**src/rtl/alu_seq_pkg.sv**
```systemverilog
// Shared types and defaults for the alu1 -> alu2 op-code sequencer.
package alu_seq_pkg;

  typedef enum logic [1:0] {
    StIdle,
    StRun,
    StDrain
  } state_t;

  localparam int unsigned OP_W_DFLT     = 3;
  localparam logic [2:0]  IDLE_OP1_DFLT = 3'b111;
  localparam logic [2:0]  IDLE_OP2_DFLT = 3'b000;

  typedef struct packed {
    logic [OP_W_DFLT-1:0] op1;
    logic [OP_W_DFLT-1:0] op2;
  } prog_entry_t;

endpackage

```
**src/rtl/alu_seq_progmem.sv**
```systemverilog
// Per-sample program store: DEPTH op-code pairs, one write port, one combinational read port.
module alu_seq_progmem #(
  parameter int unsigned    OP_W    = 3,
  parameter int unsigned    DEPTH   = 8,
  parameter int unsigned    AW      = $clog2(DEPTH),
  parameter logic [OP_W-1:0] RST_OP1 = '1,
  parameter logic [OP_W-1:0] RST_OP2 = '0
) (
  input  logic            clk,
  input  logic            rst,
  input  logic            we,
  input  logic [AW-1:0]   waddr,
  input  logic [OP_W-1:0] wop1,
  input  logic [OP_W-1:0] wop2,
  input  logic [AW-1:0]   raddr,
  output logic [OP_W-1:0] rop1,
  output logic [OP_W-1:0] rop2
);

  logic [2*OP_W-1:0] mem_q [DEPTH];

  always_ff @(posedge clk or negedge rst) begin
    if (!rst) begin
      for (int unsigned i = 0; i < DEPTH; i++) begin
        mem_q[i] <= {RST_OP1, RST_OP2};
      end
    end else if (we) begin
      mem_q[waddr] <= {wop1, wop2};
    end
  end

  assign {rop1, rop2} = mem_q[raddr];

endmodule

```
**src/rtl/alu_pair_sequencer.sv**
```systemverilog
// Steps a small op-code program once per accepted sample, aligning alu1/alu2 ops and the
// valid/frame_done pipe with the two registered ALU stages.
module alu_pair_sequencer
  import alu_seq_pkg::*;
#(
  parameter int unsigned     OP_W     = OP_W_DFLT,
  parameter int unsigned     DEPTH    = 8,
  parameter int unsigned     LEN_W    = 8,
  parameter logic [OP_W-1:0] IDLE_OP1 = OP_W'(IDLE_OP1_DFLT),
  parameter logic [OP_W-1:0] IDLE_OP2 = OP_W'(IDLE_OP2_DFLT),
  localparam int unsigned    AW       = $clog2(DEPTH)
) (
  input  logic             Clk,
  input  logic             rst,
  input  logic             start,
  input  logic [LEN_W-1:0] frame_len,
  input  logic [AW-1:0]    prog_last,
  input  logic             cfg_we,
  input  logic [AW-1:0]    cfg_addr,
  input  logic [OP_W-1:0]  cfg_op1,
  input  logic [OP_W-1:0]  cfg_op2,
  input  logic             validi,
  output logic             readyo,
  output logic [OP_W-1:0]  alu1_op,
  output logic [OP_W-1:0]  alu2_op,
  output logic             valido,
  output logic             busy,
  output logic             frame_done
);

  state_t state_q, state_d;

  logic [AW-1:0]    pc_q, last_q;
  logic [LEN_W-1:0] cnt_q;
  logic [OP_W-1:0]  op2_q;
  logic             v1_q, v2_q, last1_q, last2_q;
  logic [OP_W-1:0]  rd_op1, rd_op2;
  logic             accept, start_ok, cnt_one, prog_we;

  assign accept   = validi & readyo;
  assign start_ok = (state_q == StIdle) & start & (frame_len != '0);
  assign cnt_one  = (cnt_q == LEN_W'(1));
  // Program is frozen while a frame is in flight.
  assign prog_we  = cfg_we & (state_q == StIdle);

  alu_seq_progmem #(
    .OP_W    (OP_W),
    .DEPTH   (DEPTH),
    .AW      (AW),
    .RST_OP1 (IDLE_OP1),
    .RST_OP2 (IDLE_OP2)
  ) u_progmem (
    .clk   (Clk),
    .rst   (rst),
    .we    (prog_we),
    .waddr (cfg_addr),
    .wop1  (cfg_op1),
    .wop2  (cfg_op2),
    .raddr (pc_q),
    .rop1  (rd_op1),
    .rop2  (rd_op2)
  );

  always_ff @(posedge Clk or negedge rst) begin
    if (!rst) begin
      state_q <= StIdle;
    end else begin
      state_q <= state_d;
    end
  end

  always_comb begin
    state_d = state_q;
    unique case (state_q)
      StIdle:  if (start_ok) state_d = StRun;
      StRun:   if (accept && cnt_one) state_d = StDrain;
      StDrain: if (frame_done) state_d = StIdle;
      default: state_d = StIdle;
    endcase
  end

  always_comb begin
    readyo     = 1'b0;
    busy       = 1'b0;
    alu1_op    = IDLE_OP1;
    frame_done = 1'b0;
    unique case (state_q)
      StIdle: ;
      StRun: begin
        readyo  = 1'b1;
        busy    = 1'b1;
        alu1_op = rd_op1;
      end
      StDrain: begin
        busy       = 1'b1;
        frame_done = v2_q & last2_q;
      end
      default: ;
    endcase
  end

  always_ff @(posedge Clk or negedge rst) begin
    if (!rst) begin
      pc_q    <= '0;
      cnt_q   <= '0;
      last_q  <= '0;
      op2_q   <= IDLE_OP2;
      v1_q    <= 1'b0;
      v2_q    <= 1'b0;
      last1_q <= 1'b0;
      last2_q <= 1'b0;
    end else begin
      if (start_ok) begin
        pc_q   <= '0;
        cnt_q  <= frame_len;
        last_q <= prog_last;
      end else if (accept) begin
        pc_q  <= (pc_q == last_q) ? '0 : pc_q + AW'(1);
        cnt_q <= cnt_q - LEN_W'(1);
        op2_q <= rd_op2;
      end
      v1_q    <= accept;
      last1_q <= accept & cnt_one;
      v2_q    <= v1_q;
      last2_q <= last1_q;
    end
  end

  assign alu2_op = op2_q;
  assign valido  = v2_q;

endmodule

```
**config.mk**
```make
export PLATFORM = sky130hd
export DESIGN_NAME = alu_pair_sequencer
export DESIGN_NICKNAME = d
export VERILOG_FILES = /design/src/rtl/alu_seq_pkg.sv /design/src/rtl/alu_seq_progmem.sv /design/src/rtl/alu_pair_sequencer.sv
export SDC_FILE = /design/constraint.sdc
export NUM_CORES = 1
export LEC_CHECK = 0
export BUFFER_PORTS_ARGS = -buffer_cell sky130_fd_sc_hd__buf_4
export CORE_ASPECT_RATIO = 0.6
export CORE_MARGIN = 1
export CORE_UTILIZATION = 53
export DETAILED_ROUTE_END_ITERATION = 8
export PLACE_DENSITY = 0.76
export SETUP_SLACK_MARGIN = 0.5
export SLEW_MARGIN = 20
export SYNTH_ARGS = -nofsm -noshare
export SYNTH_HDL_FRONTEND = slang
export SYNTH_SLANG_ARGS = --single-unit
```
**constraint.sdc**
```tcl
create_clock -name Clk -period 1.87 [get_ports Clk]
set_input_delay 0.374 -clock Clk [delete_from_list [all_inputs] [get_ports Clk]]
set_output_delay 0.374 -clock Clk [all_outputs]
set_load 0.005 [all_outputs]
```
# Word-level counts from Yosys, hierarchy flattened
# Index checks and enable logic that the tools add are counted.
[op_classes] eq_ne=7 reduce_logical=8 n_bitwise=9 muxes=19 order_cmp=3 add_sub_neg=2
[ops] op="$bwmux 48" n=1
[ops] op="$bmux 6 s3" n=1
[ops] op="$demux 6 s3" n=1
[ops] op="$mux 6" n=3
[ops] op="$mux 8" n=2
[ops] op="$mux 3" n=4
[ops] op="$eq 8x1->1 const B" n=1
[ops] op="$ge 4x4->1 const B" n=2
[ops] op="$not 3->4" n=2
[ops] op="$reduce_bool 8->1" n=1
[ops] op="$sub 8x1->8 const B" n=1
[ops] op="$and 1x1->1" n=6
[ops] op="$mux 2" n=3
[ops] op="$ne 2x2->1 const B" n=3
[ops] op="$pmux 2 s3" n=1
[ops] op="$lt 4x1->1 const B" n=1
[ops] op="$add 3x1->3 const B" n=1
[ops] op="$eq 3x3->1" n=1
[ops] op="$mux 1" n=3
[ops] op="$reduce_and 3->1" n=1
[ops] op="$eq 2x1->1 const B" n=1
[ops] op="$eq 2x2->1 const B" n=1
[ops] op="$logic_and 1x1->1" n=2
[ops] op="$logic_not 2->1" n=1
[ops] op="4 further kinds" n=4
[word_totals] output_inout_bits=10 in_bits=25 wordCells=65 ff_bits=71

# Depth between registers and ports, before layout
[depth] word_depth=6 mapped_depth=7 depth_no_buf=7

# By module
# Synthesis repeated with hierarchy kept, for this count alone.
[unflattened] hier_cells=244 hier_area_um2=3490.8
[by_module_without_submodules] module="alu_seq_progmem" seq_area_each_um2=1231.2 area_per_inst_um2=2294.7 cells_each=132 n_inst=1
[by_module_without_submodules] module="alu_pair_sequencer" seq_area_each_um2=575.6 area_per_inst_um2=1196.1 cells_each=112 n_inst=1

# Least setup slack after synthesis
# No wires, ideal clock.
[synth_timing] path_kind="reg2out" start="register pc_q[0]" end="output port alu1_op[0]" required_time_ns=1.496 slack_ns=-0.029 n_path_buf=2 path_stages_with_launch=6 arrival_time_ns=1.525 path_cell_list="dfrtp_1 > buf_2 > buf_2 > mux4_2 > mux2i_1 > nand2_1"
[synth_via] elab_chain_cells=5
[synth_lines] item="start, declared" line="alu_pair_sequencer.sv:33" source="logic [AW-1:0] pc_q, last_q;"
[synth_lines] item="start signal, assigned" line="alu_pair_sequencer.sv:118" source="pc_q <= (pc_q == last_q) ? '0 : pc_q + AW'(1);"
[synth_lines] item="$not 3->4 (not written as such)" line="alu_seq_progmem.sv:32" source="assign {rop1, rop2} = mem_q[raddr];"
[synth_lines] item="$bmux 6 s3" line="alu_seq_progmem.sv:32"
[synth_lines] item="$mux 6 (not written as such) (2 in series)" line="alu_seq_progmem.sv:32"
[synth_lines] item="$mux 3" line="alu_pair_sequencer.sv:87" source="unique case (state_q)"
[synth_lines] item="end, declared" line="alu_pair_sequencer.sv:24" source="output logic [OP_W-1:0] alu1_op,"
# Every way passes these cells. The select of a mux whose other input is x is not followed.

# Final worst setup path
# Same ends and word-level chain as after synthesis.

==> results.toml <==
[run]
drv_cap = 0

[sta]
grt_setup_unrepaired = "true"
hold_viol = 1
clock.fmax_mhz = 470.5
maxSlewViolCount = 0
fin_crit_sh = 1.137
worst_pin_slew_ns = 0.5562
period_needed_ns = 2.126
setup_slack_ns = -0.2555
holdWs_ns = -0.001602
relSlewSlack = 0.6292
setup-violations-final = 5
worst_clock_skew_ns = 0.01065

[routing]
highest_layer = "met4"
vias_per_cell = 6.094
routedWlPerCell_um = 24.77
wl_met2_um = 5093
routed_wl_um = 10800
ant_nets = 0
drt_iter0_markers = 161
routedLengthMet1_um = 4643
drc_errors = 0
wl_met3_um = 710
drt_pre_antenna_iters = 5
vias = 2657

[setup_path]
reg2reg_depth = 5
cp_max_fo = 3
arrival_ns = 1.75
worstReg2RegEnd = "u_progmem.mem_q[42]"
startpoint_type = "flip-flop"
cp-end-kind = "output port"
critPathKind = "flip-flop to output port"
worstReg2RegStart = "state_q[0]"
crit_required_ns = 1.50
rrSetupSlack_ns = 0

[outcome]
status = "finished, violations left"
failed_checks = "hold timing, setup timing"

[floorplan]
start_util = 0.5530
io_pins = 35
die-area_sq_mm = 0.006739
core.rowCount = 22
core_area_sq_mm = 0.006138
chipWidth_um = 105.3
fp.dieH_um = 63.99

[place]
place.gp.congestion = 0.7220
hpwl_um = 5262
numPortBuffers = 34
place_ws_ns = -0.007804

[worst_hold_path]
hold_class = "primary input to async pin"

[yosys]
synth-seq-cells = 71
yosys-top-cells-area = "dfrtp_1, dfstp_2, mux2_2, mux4_2, ha_1"
syn_inst = 245
ys_types = 37
synth_top_area_cell = "dfrtp_1"
ys.flop_type = "dfrtp_1"
synth_edf_count = 0
yosys_warnings = 0
syn_avg_cell_area_sq_um = 13.86
seq_area_frac_synth = 0.5323
synth_nets = 278
ys_async_sr_fraction = 1.000
synth_area_sq_mm = 0.003395
synthDominantCellAreaShare = 0.3465

[global_routing]
globalRouteOverflowTotal = 0
antenna_found_initial = 0
track_usage = 0.3014
grt_pass1_vias = 2698
grt_pass1_wl_um = 14760
grt_max_degree = 44

[cells_and_area]
utilization = 0.8504
area_delta_synth_final_pct = 53.78
num_antenna_cells = 0
nNetsFinal = 380
drive_gt1_frac = 0.7330

[clock_tree]
path_clk_slew_ns = 0.08
numCtsBuffers = 9
cts_tree = "yes"
cts_htree_levels = 3
worstSkewPairLatency_ns = 0.36
cts.sinks = 71
cts_root_buf = "clkbuf_8"
postCtsHoldBufs = 0
clockBufferDepth = 2

[power]
peakVddDrop_v = 0.0009350
leakagePower_nw = 2.222
pwr_density_cell_mw_per_mm2 = 1683
==> sequential cells by signal (all words and copies together), names as in the netlist <==
name             cells
last2_q              1
valido               1
last1_q              1
u_progmem.mem_q     48
state_q              2
cnt_q                8
last_q               3
alu2_op              3
pc_q                 3
v1_q                 1
==> report_power, final <==
group	switching [mW]	internal [mW]
logic	1.72	2.77
registers	0.605	2.44
clock network	0.576	0.668
total	2.90	5.88
==> stage by stage <==
stage / power [mW] / hold WS, ns / TNS (ns) / cells / instance area (sq um)
finish: 8.783 / -0.001602 / -0.7241 / 436 / 5220
global route: 9.134 / 0.03581 / -1.078 / 436 / 5220
CTS: 7.731 / 0.006556 / -0.6628 / 413 / 4823
detailed placement: 5.395 / 0.3370 / -0.007804 / 371 / 3949
global placement: 5.274 / 0.3370 / 0 / 371 / 3949
floorplan: 4.607 / 0.07841 / 0 / 245 / 3527
==> how the worst max path moves through the flow <==
stage	cells after the start	endpoint	startpoint	slack [ns]
final	5	alu1_op[0]	pc_q[0]	-0.26
after global routing	5	alu1_op[0]	pc_q[0]	-0.36
after CTS	5	alu1_op[0]	pc_q[0]	-0.23
after detailed placement	5	pc_q[2]	frame_len[0]	-0.008
after global placement	5	pc_q[2]	frame_len[0]	0.01
after floorplan	4	last_q[1]	frame_len[0]	0.15
==> Yosys cell counts, types with 2 or more instances <==
cell	instances
o21ai_1	2
o21ai_0	14
mux2i_1	6
nand2_1	15
xnor2_1	8
nand2b_1	3
a21oi_1	2
nand3b_1	2
mux4_2	12
mux2_2	53
nor3b_1	2
nand3_1	6
ha_1	8
nor3_1	2
buf_2	2
clkbuf_1	5
nor2_1	9
xor2_1	2
dfrtp_1	47
or3_1	2
dfstp_2	24
inv_1	4
==> repair_timing <==
item	CTS	global route
setup endpoints to repair	74	74
cloned	2	1
pin swaps	23	33
setup buffers	24	22
gates resized for setup	104	49
==> layout by cell type, fill, tap and decap left out, drive strengths merged, types with 2 or more instances in the layout <==
| cell type | instances |
|---|---|
| ha | 8 |
| buf | 96 |
| nand3 | 6 |
| a21oi | 2 |
| nor4 | 2 |
| dfstp | 24 |
| dfrtp | 47 |
| clkbuf | 14 |
| nand3b | 2 |
| nor3b | 2 |
| mux2i | 6 |
| nand2b | 3 |
| xor2 | 2 |
| o21ai | 16 |
| nor2 | 9 |
| or4 | 2 |
| xnor2 | 8 |
| or3 | 2 |
| nor3 | 2 |
| mux4 | 12 |
| inv | 4 |
| clkinv | 3 |
| o211a | 4 |
| nand2 | 15 |
| mux2 | 54 |
==> cells by family after synthesis <==
| logic type | share of synthesized area |
|---|---|
| AOI/OAI and AO/OA | 0.04202 |
| xor gates and xnor gates | 0.02580 |
| adders and majority gates | 0.02949 |
| buffers and inverters | 0.01732 |
| DFF | 0.5323 |
| muxes | 0.2776 |
| and+or+nand+nor | 0.07556 |
==> final cells by class <==
type                       instances  area [sq um]
fill                             276         918.4
sequential                        71          1812
timing repair buffer              96         930.9
tap                               84         105.1
inverter                           5         33.78
multi-input combinational        164          2135
clock inverter                     2         10.01
clock buffer                      14         193.9
==> routing by layer <==
layer,vias up,GRT usage
li1,1104,-
met1,1377,0.4166
met2,138,0.4465
met3,38,0.1020
met4,0,0.1039
met5,-,0
==> worst max-delay path, stage by stage (launching register included) <==
cell,delay [ns]
dfrtp_1,0.39
buf_6,0.14
mux4_2,0.50
mux2i_1,0.16
nand2_1,0.06
buf_4,0.13
Power figures use the tool's default switching activity.
